[src/rtl/dsp_pipe_reg.sv]
// rtl/dsp_pipe_reg.sv - valid-tagged DSP pipeline register with clock enable, scoped clear and occupancy count
module dsp_pipe_reg #(
    parameter int              WIDTH      = 18,
    parameter int              DEPTH      = 1,
    parameter int              CLEAR_MODE = 1,
    parameter logic [WIDTH-1:0] RST_VAL   = '0,
    localparam int             OCC_W      = (DEPTH < 1) ? 1 : $clog2(DEPTH + 1)
) (
    input  logic             clk,
    input  logic             rst_n,
    input  logic             ce,
    input  logic             sclr,
    input  logic             in_valid,
    input  logic [WIDTH-1:0] in_data,
    output logic             out_valid,
    output logic [WIDTH-1:0] out_data,
    output logic [OCC_W-1:0] occupancy
);

    if (DEPTH == 0) begin : g_bypass
        // Pure wires: control inputs are intentionally ignored in bypass mode.
        logic unused_ctrl;
        assign unused_ctrl = &{1'b0, clk, rst_n, ce, sclr};
        assign out_data    = in_data;
        assign out_valid   = in_valid;
        assign occupancy   = '0;
    end else begin : g_pipe
        logic [WIDTH-1:0] data_q [DEPTH];
        logic [WIDTH-1:0] data_d [DEPTH];
        logic [DEPTH-1:0] valid_q;
        logic [DEPTH-1:0] valid_d;
        logic [OCC_W-1:0] occ_q;
        logic [OCC_W-1:0] occ_d;

        always_comb begin
            data_d  = data_q;
            valid_d = valid_q;
            occ_d   = occ_q;
            if (sclr) begin
                valid_d = '0;
                occ_d   = '0;
                if (CLEAR_MODE != 0) begin
                    for (int k = 0; k < DEPTH; k++) begin
                        data_d[k] = RST_VAL;
                    end
                end
            end else if (ce) begin
                data_d[0]  = in_data;
                valid_d[0] = in_valid;
                for (int k = 1; k < DEPTH; k++) begin
                    data_d[k]  = data_q[k-1];
                    valid_d[k] = valid_q[k-1];
                end
                // Word entering and word leaving cancel; the count stays in 0..DEPTH.
                occ_d = occ_q + OCC_W'(in_valid) - OCC_W'(valid_q[DEPTH-1]);
            end
        end

        always_ff @(posedge clk or negedge rst_n) begin
            if (!rst_n) begin
                for (int k = 0; k < DEPTH; k++) begin
                    data_q[k] <= RST_VAL;
                end
                valid_q <= '0;
                occ_q   <= '0;
            end else begin
                data_q  <= data_d;
                valid_q <= valid_d;
                occ_q   <= occ_d;
            end
        end

        assign out_data  = data_q[DEPTH-1];
        assign out_valid = valid_q[DEPTH-1];
        assign occupancy = occ_q;
    end

endmodule

[config.mk]
export PLATFORM = sky130hd
export DESIGN_NAME = dsp_pipe_reg
export DESIGN_NICKNAME = d
export VERILOG_FILES = /design/src/rtl/dsp_pipe_reg.sv
export SDC_FILE = /design/constraint.sdc
export NUM_CORES = 1
export LEC_CHECK = 0
export CORE_UTILIZATION = 34
export DETAILED_ROUTE_END_ITERATION = 10
export HOLD_SLACK_MARGIN = 0.05
export PLACE_DENSITY = 0.73
export SLEW_MARGIN = 5
export SYNTH_ARGS = -nofsm -noshare
export SYNTH_HDL_FRONTEND = slang
export SYNTH_SLANG_ARGS = --single-unit
[constraint.sdc]
create_clock -name clk -period 0.9 [get_ports clk]
set_input_delay 0.18 -clock clk [delete_from_list [all_inputs] [get_ports clk]]
set_output_delay 0.18 -clock clk [all_outputs]
set_load 0.01 [all_outputs]
==> results.cfg <==
[place]
numPortBuffers = 42
dp_hpwl_mm = 1.376
gp_congestion = 0.6973
dpl_cell_area_sq_um = 1320
dp.cells = 139

[global_routing]
antenna_found_initial = 0
grt_max_degree = 21
grt_overflow_total = 0
grt_pass1_wl_mm = 3.243
grt_pass1_vias = 714
grt_usage = 0.1760

[hold_path]
hold_path_class = in2async

[sta]
max_slew_margin = 0.8786
period_needed_ns = 1.034
hold_slack_ns = 0.2111
worst_pin_slew_ns = 0.1815
rsz0062_at_grt = yes
layout_setup_ws_ns = -0.1336
fmax_mhz = 967.5
slew_viol_final = 0
post-route-period-util = 1.148
skew_ns = 0.0001824
hold_viol = 0
setup_viol = 23

[critical_path]
crit_buf_inv = 1
critPathMaxFanout = 2
cpMaxStageDelayCell = dfrtp_1
rr_worst_depth = 4
path_cells = buf_2
path_delay_family = flip-flops
startpoint_type = flip-flop
critPathCaptureType = output port
ff2ff_setup_slack_ns = -0.12
worstSetupPathType = reg2out
max_stage_delay_ns = 0.41
r2r-start = out_valid
worstPathArrival_ns = 0.85
cp.required_ns = 0.72
reg2reg_to = occupancy

[synth]
synth-seq-area-share = 0.6033
yosys_warnings = 0
synth_seq_cells = 20
synth_area_leaders = dfrtp_1, mux2i_1, nor2_1, buf_6, a31o_1
synth_edf_count = 0
synth_top_area_frac = 0.6033
synth_area_sq_um = 829.5
synth.distinct_cells = 10
yosysTopAreaCell = dfrtp_1
synth_common_cells = dfrtp_1, nor2_1, mux2i_1
syn_inst = 67
ys_async_sr_fraction = 1.000
syn_nets = 90
synth_area_per_cell_sq_um = 12.38
synthFlopType = dfrtp_1

[drt]
route.detailed.drc = 0
drtIter0Drc = 9
drt_wl_total_mm = 2.034
vias_per_cell = 4.442
dr.pass1.iters = 4
wl_per_cell_um = 13.04
ant_nets = 0
vias = 693

[pwr]
totalPowerFinal_uw = 2132
max-vdd-ir-drop_mv = 0.9940
cellPowerDensity_nw_per_um2 = 1504
p_leak_uw = 0.0007667

[clocking]
cts_num_sinks = 20
cts_tree = built
clock_path_buffers = 2
cts.clk_slew.worst_paths_ns = 0.11
clock-root-buffer = clkbuf_4
htree_levels = 1
clock_latency_ns = 0.30
cts_buffers = 3

[run_status]
outcome = complete, but fails checks
violations = setup timing

[finish]
fin_area_sq_um = 1418
layoutNonFillerInstCount = 156
area_growth_pct = 70.89
nets = 152
post-route-util = 0.6287
diodes = 0
fill_cells = 195
layout-drive-gt1-share = 0.3438

[die]
die_area_sq_um = 2641
std_cell_rows = 17
start_util = 0.3679
die_w_um = 51.40
dieHeight_um = 51.40
io-pin-count = 43
core_area_sq_um = 2255

[run]
maxCapViolations = 0
## layout by cell type (no fill, tap or decap), drive strengths merged, types with 3 or more instances in the layout
| cell type | instances |
|---|---|
| clkdlybuf4s50 | 21 |
| buf | 38 |
| nor2 | 20 |
| mux2i | 19 |
| dfrtp | 20 |
| clkbuf | 3 |
## layer usage
| layer | track usage | part of all wire | vias up |
|---|---|---|---|
| li1 | - | - | 344 |
| met1 | 0.2065 | 0.41 | 321 |
| met2 | 0.2857 | 0.50 | 22 |
| met3 | 0.02381 | 0.049 | 6 |
| met4 | 0.1396 | 0.039 | 0 |
| met5 | 0 | 0 | - |
## sequential cells by signal (all words and copies together), names as in the netlist
signal	cells
occupancy	1
out_valid	1
out_data	18
## final cells by class
cell class,count,area (sq um),share of cell area
Tap cell,28,35.03,0.02471
Clock inverter,1,30.03,0.02118
Clock buffer,3,22.52,0.01589
Multi-Input combinational cell,43,301.5,0.2127
Timing Repair Buffer,61,528.0,0.3725
Sequential cell,20,500.5,0.3530
## power by group
part / total (uW) / internal, uW / leakage, uW / switching, uW
logic: 434 / 264 / 0.000473 / 170
registers: 976 / 950 / 0.000265 / 26.4
clock network: 722 / 450 / 0.0000279 / 272
## what timing repair did
action	CTS	global route
buffers inserted	5	7
pin swaps	0	1
hold buffers	0	0
resized for setup	83	2
setup endpoints to repair	40	21
gates cloned	1	0
## through the flow
stage / setup slack, ns / setup TNS (ns)
finish: -0.1336 / -2.427
global route: -0.1868 / -3.668
CTS: -0.1503 / -2.673
detailed placement: -0.3963 / -10.42
global placement: -0.3688 / -10.02
floorplan: -0.04732 / -0.04732
## how the worst max path moves through the flow
stage / startpoint / end / cells after the start
after floorplan: out_valid / occupancy / 3
after global placement: ce / out_data[7] / 4
after detailed placement: ce / out_data[10] / 4
after CTS: out_valid / out_valid / 1
after global routing: out_valid / out_valid / 1
final: out_valid / out_valid / 1
## logic make-up after synthesis
logic type / after synthesis / synth area share
muxes: 19 / 0.2293
buffers and inverters: 4 / 0.04223
xor gates and xnor gates: 1 / 0.01056
AOI/OAI and AO/OA: 2 / 0.01659
and+or+nand+nor: 21 / 0.09804
DFF: 20 / 0.6033
(Power assumes the default switching activity.)
